==> config.mk <==
export PLATFORM = sky130hd
export DESIGN_NAME = lut4_bank_loader
export DESIGN_NICKNAME = d
export VERILOG_FILES = /design/src/rtl/lut4_cfg_pkg.sv /design/src/rtl/lut4_cell.sv /design/src/rtl/lut4_bank_loader.sv
export SDC_FILE = /design/constraint.sdc
export NUM_CORES = 1
export LEC_CHECK = 0
export ABC_AREA = 1
export CORE_ASPECT_RATIO = 0.8
export CORE_MARGIN = 4
export CORE_UTILIZATION = 38
export DETAILED_ROUTE_END_ITERATION = 7
export HOLD_SLACK_MARGIN = 0.15
export RECOVER_POWER = 25
export SLEW_MARGIN = 20
export SYNTH_ARGS = -nofsm -noshare
export SYNTH_HDL_FRONTEND = slang
export SYNTH_SLANG_ARGS = --single-unit
==> constraint.sdc <==
create_clock -name clk -period 1.4 [get_ports clk]
set_input_delay 0.42 -clock clk [delete_from_list [all_inputs] [get_ports clk]]
set_output_delay 0.42 -clock clk [all_outputs]
set_load 0.01 [all_outputs]
==> src/rtl/lut4_cfg_pkg.sv <==
// Shared types and constants for the LUT4 bank loader.
// Optional readback of committed INIT words is enabled by LUT4_BANK_READBACK_EN.
package lut4_cfg_pkg;

  localparam int LUT_INIT_W = 16;
  localparam int CNT_W      = 4;

  typedef enum logic [1:0] {
    IDLE   = 2'd0,
    SHIFT  = 2'd1,
    COMMIT = 2'd2
  } lut4_state_e;

  localparam logic [LUT_INIT_W-1:0] INIT_ZERO   = 16'h0000;
  localparam logic [LUT_INIT_W-1:0] INIT_ONE    = 16'hFFFF;
  localparam logic [LUT_INIT_W-1:0] INIT_BUF_I0 = 16'hAAAA;
  localparam logic [LUT_INIT_W-1:0] INIT_NOT_I0 = 16'h5555;

endpackage

==> src/rtl/lut4_cell.sv <==
// One soft LUT4: INIT register with write enable, 16:1 select, registered output.
module lut4_cell
  import lut4_cfg_pkg::*;
(
  input  logic                  clk,
  input  logic                  rst_n,
  input  logic                  we,
  input  logic [LUT_INIT_W-1:0] init_d,
  input  logic [3:0]            lut_in,
  output logic [LUT_INIT_W-1:0] init,
  output logic                  lut_out
);

  // Live INIT word; only the single COMMIT cycle of a load targeting this cell writes it.
  always_ff @(posedge clk or negedge rst_n) begin
    if (!rst_n) begin
      init <= INIT_ZERO;
    end else if (we) begin
      init <= init_d;
    end
  end

  // Registered evaluation; reads the INIT value held before any same-cycle write.
  always_ff @(posedge clk or negedge rst_n) begin
    if (!rst_n) begin
      lut_out <= 1'b0;
    end else begin
      lut_out <= init[lut_in];
    end
  end

endmodule

==> src/rtl/lut4_bank_loader.sv <==
// Serial loader and evaluator for a bank of LUT4 cells.
// Config words are shifted MSB first into a shadow register and committed atomically.
// Defining LUT4_BANK_READBACK_EN adds the rd_idx/rd_init readback port.
//
// state  | meaning
// -------+-----------------------------------------------------------
// IDLE   | cfg_ready=1, waiting for a config word
// SHIFT  | 16 cycles, one INIT bit per cycle into the shadow register
// COMMIT | shadow written into the target cell; load_done follows
module lut4_bank_loader
  import lut4_cfg_pkg::*;
#(
  parameter int NUM_LUTS = 16,
  parameter int IDX_W    = $clog2(NUM_LUTS)
) (
  input  logic                  clk,
  input  logic                  rst_n,
  input  logic                  cfg_valid,
  output logic                  cfg_ready,
  input  logic [IDX_W-1:0]      cfg_idx,
  input  logic [LUT_INIT_W-1:0] cfg_init,
  output logic                  busy,
  output logic                  load_done,
  output logic                  cfg_err,
  input  logic [4*NUM_LUTS-1:0] lut_in,
  output logic [NUM_LUTS-1:0]   lut_out
`ifdef LUT4_BANK_READBACK_EN
  ,
  input  logic [IDX_W-1:0]      rd_idx,
  output logic [LUT_INIT_W-1:0] rd_init
`endif
);

  lut4_state_e           state_q;
  lut4_state_e           state_d;
  logic [LUT_INIT_W-1:0] word_q;
  logic [LUT_INIT_W-1:0] shadow_q;
  logic [CNT_W-1:0]      cnt_q;
  logic [IDX_W-1:0]      idx_q;
  logic                  accept;
  logic                  idx_ok;
  logic [NUM_LUTS-1:0]   cell_we;
  logic [LUT_INIT_W-1:0] cell_init [NUM_LUTS];

  assign cfg_ready = (state_q == IDLE);
  assign busy      = (state_q != IDLE);
  assign accept    = cfg_valid && cfg_ready;
  // IDX_W may be wider than needed, so range is checked explicitly.
  assign idx_ok    = (32'(cfg_idx) < NUM_LUTS);

  // State register.
  always_ff @(posedge clk or negedge rst_n) begin
    if (!rst_n) begin
      state_q <= IDLE;
    end else begin
      state_q <= state_d;
    end
  end

  // Next-state logic; a bad index is rejected without leaving IDLE.
  always_comb begin
    state_d = state_q;
    case (state_q)
      IDLE: begin
        if (accept && idx_ok) begin
          state_d = SHIFT;
        end
      end
      SHIFT: begin
        if (cnt_q == '0) begin
          state_d = COMMIT;
        end
      end
      COMMIT: begin
        state_d = IDLE;
      end
      default: begin
        state_d = IDLE;
      end
    endcase
  end

  // Capture on accept, then serial shift MSB first while the counter runs 15..0.
  always_ff @(posedge clk or negedge rst_n) begin
    if (!rst_n) begin
      word_q   <= INIT_ZERO;
      shadow_q <= INIT_ZERO;
      cnt_q    <= '0;
      idx_q    <= '0;
    end else if (accept && idx_ok) begin
      word_q <= cfg_init;
      idx_q  <= cfg_idx;
      cnt_q  <= '1;
    end else if (state_q == SHIFT) begin
      shadow_q <= {shadow_q[LUT_INIT_W-2:0], word_q[cnt_q]};
      cnt_q    <= cnt_q - 1'b1;
    end
  end

  // Status pulses; load_done rises together with the newly written INIT.
  always_ff @(posedge clk or negedge rst_n) begin
    if (!rst_n) begin
      load_done <= 1'b0;
      cfg_err   <= 1'b0;
    end else begin
      load_done <= (state_q == COMMIT);
      cfg_err   <= accept && !idx_ok;
    end
  end

  for (genvar i = 0; i < NUM_LUTS; i++) begin : g_cell
    assign cell_we[i] = (state_q == COMMIT) && (32'(idx_q) == i);

    lut4_cell u_cell (
      .clk     (clk),
      .rst_n   (rst_n),
      .we      (cell_we[i]),
      .init_d  (shadow_q),
      .lut_in  (lut_in[4*i +: 4]),
      .init    (cell_init[i]),
      .lut_out (lut_out[i])
    );
  end

`ifdef LUT4_BANK_READBACK_EN
  logic [LUT_INIT_W-1:0] rd_sel;

  // Readback select; indices past the bank read as zero.
  always_comb begin
    rd_sel = INIT_ZERO;
    for (int i = 0; i < NUM_LUTS; i++) begin
      if (32'(rd_idx) == i) begin
        rd_sel = cell_init[i];
      end
    end
  end

  // Registered readback.
  always_ff @(posedge clk or negedge rst_n) begin
    if (!rst_n) begin
      rd_init <= INIT_ZERO;
    end else begin
      rd_init <= rd_sel;
    end
  end
`endif

endmodule

==> flow_summary.yaml, run 1 <==
grt:
  grt_usage_pct: 19.7
  first_global_vias: 11612
  grt_max_degree: 62
  overflow: 0
  grt_first_pass_wirelength_um: 64400
  antenna_found_initial: 1
die:
  core_area_sq_um: 36200
  die_area_sq_um: 40200
  rows: 62
  start_util_pct: 38.9
  ios: 107
  die_x_um: 223
  die_h_um: 180
cells_and_area:
  nets: 1880
  num_antenna_cells: 0
  layout-drive-gt1-share_pct: 28.5
  finalNonFillerCells: 2297
  fin_util_pct: 54.9
  syn_to_final_growth_pct: 41.4
sta:
  fmax_mhz: 593
  rsz0062_at_grt: "true"
  worstMarginPinSlew_ns: 0.695
  hold_viol_final: 0
  setup_violations: 302
  max_slew_margin_pct: 53.7
  timing.final.crit_share_pct: 120
  finClkSkew_ns: 0.0234
  slew_viol_final: 0
  setup_slack_ns: -0.285
  fin_crit_ns: 1.69
critical_path:
  critPathMaxStageDelay_ns: 0.43
  r2r_slack_ns: -0.29
  endpoint: "g_cell[15].u_cell.init[15]"
  worstPathRequired_ns: 1.77
  worst_setup_path_start_kind: "flop"
  crit_fanout: 8
  critical_path.startpoint: "state_q[0]"
  rr_endpoint: "g_cell[15].u_cell.init[15]"
  critPathArrivalTime_ns: 2.05
  r2r_cells: 9
  r2r_start: "state_q[0]"
  critPathCaptureType: "flop"
  crit_path_cell_trace: "buf_6 -> buf_6 -> nor2_4 -> buf_12 -> buf_12 -> nand3_4 -> buf_12 -> nand2_4 -> o21ai_2"
  crit_type: "reg2reg"
  crit_top_cell: "buf_12"
  slowest_stage: "dfrtp_2"
clock_network:
  clock_latency_ns: 0.51
  htreeDepth: 2
  cts_tree: "built"
  cts_root_buf: "clkbuf_16"
  clkTransAtPathRegs_ns: 0.06
  cts_sinks: 315
  cts_buffer_depth: 3
  numCtsBuffers: 34
drt:
  drtIter0Drc: 1007
  drc: 0
  num_vias: 12005
  ant_nets: 0
  dr.pass1.iters: 5
  wire_per_inst_um: 18.1
  viasPerCell: 5.23
  wirelength_um: 41600
synth:
  netlist_instances: 1639
  yosysSeqAreaShare_pct: 56.0
  synth_area_sq_um: 14100
  synth_area_per_cell_sq_um: 8.59
  synth_top_area_share_pct: 56.0
  ys_top_cells_by_area: "dfrtp_1 (56%), o21ai_0 (12%), nand2_1 (10%)"
  synth_top_area_cell: "dfrtp_1"
  ys_ff_latch: 315
  ys_warn_count: 0
  synth_cell_types: 23
  synth_fp_nets: 1727
pwr:
  pwr-share-clk_pct: 34.2
  p_sw_share_pct: 32.6
  p_seq_share_pct: 39.5
  cellPowerDensity_nw_per_um2: 1340
  power_switching_uw: 8680
  p_int_uw: 17900
  irDropWorstVdd_uv: 721
  combPwrFrac_pct: 26.2
  cellLeakagePower_uw: 0.00860
placed_design:
  port_buffers: 105
  dp_hpwl_um: 25100
  gp_congestion: 0.854
  placed_cells: 2189
run:
  drv_cap: 0
run_status:
  failed_checks: "negative setup slack"
  status: "finished, violations left"
min_path:
  hold_path.class: "reg2reg"
routing by layer:
layer	track usage, %	up-vias	wire length, um
li1	-	5719	-
met2	30.3	321	19100
met3	3.32	87	2110
met4	5.20	2	1070
met1	29.1	5876	19300
met5	0	-	10
stage by stage:
stage	setup slack, ns	hold slack [ns]	setup TNS (ns)	power [uW]	area [sq um]
4_1_cts	-0.272	0.334	-41.53	26300	18600
3_3_place_gp	-0.307	0.280	-19.84	16600	16300
2_1_floorplan	0.00921	0.124	0	13100	14100
5_1_grt	-0.314	0.493	-72.51	27700	19900
3_5_place_dp	-0.343	0.282	-26.92	16600	16300
6_report	-0.285	0.482	-44.75	26600	19900
kinds of logic (layout without fill, tap and decap cells):
family	Yosys count	in the layout	synth area share [%]
AO/OA/AOI/OAI	472	472	18.0
adder cells (fa/ha/maj)	1	1	0.0889
buffers and inverters	311	489	9.03
flip-flops	315	315	56.0
multiplexers	18	18	1.44
other	1	1	0.0266
AND/OR/NAND/NOR	521	521	15.5
cell usage in the layout (no fill, tap or decap), types with 6 or more instances in the layout:
cell / n
o21ai_1: 93
o21ai_0: 154
buf_16: 19
mux2_2: 18
buf_2: 11
buf_4: 57
buf_12: 46
nand2_4: 98
buf_6: 22
clkdlybuf4s50_1: 85
clkbuf_8: 10
nand3b_1: 16
nand2_1: 224
nor2_1: 6
dfrtp_1: 312
clkbuf_1: 7
o21ai_2: 91
nand2_2: 63
o211ai_1: 65
nand3_1: 94
a21oi_1: 68
inv_1: 167
clkbuf_16: 43
what timing repair did:
action / CTS / global route
pin swaps: 2 / 2
buffers inserted: 12 / 4
endpoints found under the setup margin: 295 / 313
resized for setup: 367 / 338
hold buffers: 1 / 0
gates cloned: 21 / 11
endpoints found under the hold margin: 225 / 0
power groups by stage:
stage / clock network (uW) / logic (uW) / registers (uW)
after floorplan: 0 / 2680 / 10400
after global placement: 0 / 5970 / 10600
after detailed placement: 0 / 6010 / 10600
after CTS: 9270 / 6540 / 10400
after global routing: 9670 / 7450 / 10600
final: 9110 / 6980 / 10500
cell usage after synthesis, drive strengths merged:
library cell	number
ha	1
o211ai	65
a21boi	1
nor3	1
nand4	4
buf	30
nand3b	16
a21oi	68
nand3	101
dfrtp	315
clkbuf	108
conb	1
nand2	388
nor4	1
o21ai	338
inv	173
mux2	18
nor2	10
state kept, by name (all words and copies together), names as in the netlist:
signal,cells
idx_q,4
g_cell.u_cell.init,256
state_q,2
cnt_q,4
word_q,16
g_cell.u_cell.lut_out,16
load_done,1
shadow_q,16
cell type report:
cell class	count	area, sq um
Fill cell	3079	16300
Sequential cell	315	7890
Multi-Input combinational cell	1013	6300
Timing Repair Buffer	255	3320
Clock buffer	52	1040
Inverter	173	652
Tap cell	480	601
Clock inverter	9	101
critical path, delay by kind of cell (launching register included):
kind | cells | cell delay (ns)
AO/OA/AOI/OAI | 1 | 0.05
buffers and inverters | 5 | 0.72
AND/OR/NAND/NOR | 3 | 0.33
flip-flops | 1 | 0.43
how the worst min path moves through the flow:
stage,endpoint,slack [ns],start,cells past startpoint
5_1_grt,g_cell[10].u_cell.init[0],0.49,g_cell[10].u_cell.init[0],2
3_5_place_dp,word_q[8],0.28,rst_n,1
3_3_place_gp,word_q[9],0.28,rst_n,1
4_1_cts,word_q[8],0.33,rst_n,2
6_report,g_cell[10].u_cell.init[0],0.48,g_cell[10].u_cell.init[0],2
2_1_floorplan,cnt_q[0],0.12,rst_n,0
(Power assumes the default switching activity.)
==> inputs of run 2 (changes only) <==
SLEW_MARGIN = default   (was 20)
==> results of run 2 <==
Same layout as run 1: the final DEF is identical, and so are final timing and power.
==> inputs of run 3 (changes only) <==
CORE_ASPECT_RATIO = 1.75   (was 0.8)
==> flow_summary.yaml, run 3 (synthesis gave the netlist of run 1 again) <==
pwr:
  p_seq_share_pct: 41.5
  p_sw_share_pct: 31.2
  irDropWorstVdd_uv: 881
  total_power_uw: 25100
  power_switching_uw: 7860
  cellPowerDensity_nw_per_um2: 1420
  pwr-share-clk_pct: 34.0
  p_int_uw: 17300
  cellLeakagePower_uw: 0.00789
  combPwrFrac_pct: 24.5
cells_and_area:
  finalNonFillerCells: 2249
  fin_util_pct: 48.4
  syn_to_final_growth_pct: 26.1
  largest_reg_flops: 256
  layout-drive-gt1-share_pct: 12.2
  num_antenna_cells: 0
  final_area_sq_um: 17800
  regMostFlops: "g_cell.u_cell.init"
  layout_commonest_cell: "nand2_1"
  final_cell_mix: "nand2_1 (386), dfrtp_1 (313), o21ai_0 (308)"
  nets: 1840
critical_path:
  rr_endpoint: "g_cell[2].u_cell.init[9]"
  r2r_start: "state_q[1]"
  worst_setup_path_start_kind: "flop"
  critPathArrivalTime_ns: 1.27
  critPathCaptureType: "output pin"
  crit_type: "reg2out"
  worstPathRequired_ns: 0.98
  endpoint: "busy"
  crit_fanout: 3
  r2r_slack_ns: -0.26
  r2r_cells: 9
  critical_path.startpoint: "state_q[1]"
drt:
  num_vias: 11410
  viasPerCell: 5.07
  wirelength_um: 38600
  wire_per_inst_um: 17.2
  drtIter0Drc: 652
  ant_nets: 0
  dr.pass1.iters: 5
  drc: 0
grt:
  grt_max_degree: 58
  grt_first_pass_wirelength_um: 63000
  first_global_vias: 11593
  grt_usage_pct: 19.3
  overflow: 0
  antenna_found_initial: 1
sta:
  fmax_mhz: 590
  fin_crit_ns: 1.69
  setup_slack_ns: -0.294
  worstMarginPinSlew_ns: 0.958
  setup_violations: 371
  slew_viol_final: 0
  max_slew_margin_pct: 36.1
  hold_viol_final: 0
  timing.final.crit_share_pct: 121
  rsz0062_at_grt: "true"
  finClkSkew_ns: 0.0109
die:
  die_area_sq_um: 40300
  rows: 93
  core_area_sq_um: 36700
  start_util_pct: 38.4
  ios: 107
  die_h_um: 263
  die_x_um: 153
clock_network:
  cts_tree: "built"
  htreeDepth: 1
  clock_latency_ns: 0.56
  clkTransAtPathRegs_ns: 0.07
  cts_sinks: 315
  cts_buffer_depth: 3
  numCtsBuffers: 28
  cts_root_buf: "clkbuf_16"
placed_design:
  placed_area_sq_um: 16300
  placed_cells: 2177
  pre_cts_ws_ns: -0.306
  port_buffers: 105
  dp_hpwl_um: 25800
  gp_congestion: 0.880
run:
  drv_cap: 0
run_status:
  status: "finished, violations left"
  failed_checks: "negative setup slack"
min_path:
  hold_path.class: "in2reg"
## run 3: final cells by class
type	count	area [sq um]
multi-input cells	1013	5000
repair buffers	221	2580
clock inverters	9	150
flip-flops and latches	315	7890
clock buffers	43	888
inverters	173	649
fillers	3480	18900
well taps	475	594
## run 3: worst min-delay path by stage
stage                from                         to  cells after the start
6_report       lut_in[35]   g_cell[8].u_cell.lut_out                      3
5_1_grt        lut_in[47]  g_cell[11].u_cell.lut_out                      3
4_1_cts             rst_n   g_cell[9].u_cell.lut_out                      2
3_3_place_gp        rst_n   g_cell[9].u_cell.lut_out                      1
2_1_floorplan       rst_n                   cnt_q[0]                      0
3_5_place_dp        rst_n   g_cell[9].u_cell.lut_out                      1
## run 3: layer usage
metal / wire length, um / GRT usage [%] / up-vias
li1: - / - / 5587
met1: 15100 / 22.9 / 5527
met2: 21100 / 36.1 / 219
met3: 1280 / 1.96 / 75
met4: 1140 / 6.12 / 2
met5: 13 / 0 / -
## run 3: worst max-delay path, stage by stage (launching register included)
cell and delay, ns:
dfrtp_1 0.41, nor2_4 0.14, inv_1 0.04, buf_2 0.13
## run 3: power by group through the flow
stage | Clock (uW) | Combinational (uW) | Sequential [uW]
floorplan | 0 | 2680 | 10400
global placement | 0 | 6000 | 10600
detailed placement | 0 | 6050 | 10600
CTS | 8730 | 6210 | 10400
global route | 9110 | 6720 | 10500
finish | 8560 | 6160 | 10400
## run 3: timing repair
item,4_1_cts,5_1_grt
setup buffers,8,1
gates cloned,9,1
endpoints found under the setup margin,234,283
hold buffers,1,0
hold endpoints to repair,218,0
pin swaps,4,1
resized for setup,126,26
## run 3: through the flow
stage,setup TNS (ns),hold slack [ns]
3_5_place_dp,-23.59,0.299
3_3_place_gp,-20.77,0.303
5_1_grt,-89.57,0.471
6_report,-35.27,0.447
4_1_cts,-28.37,0.305
2_1_floorplan,0,0.124
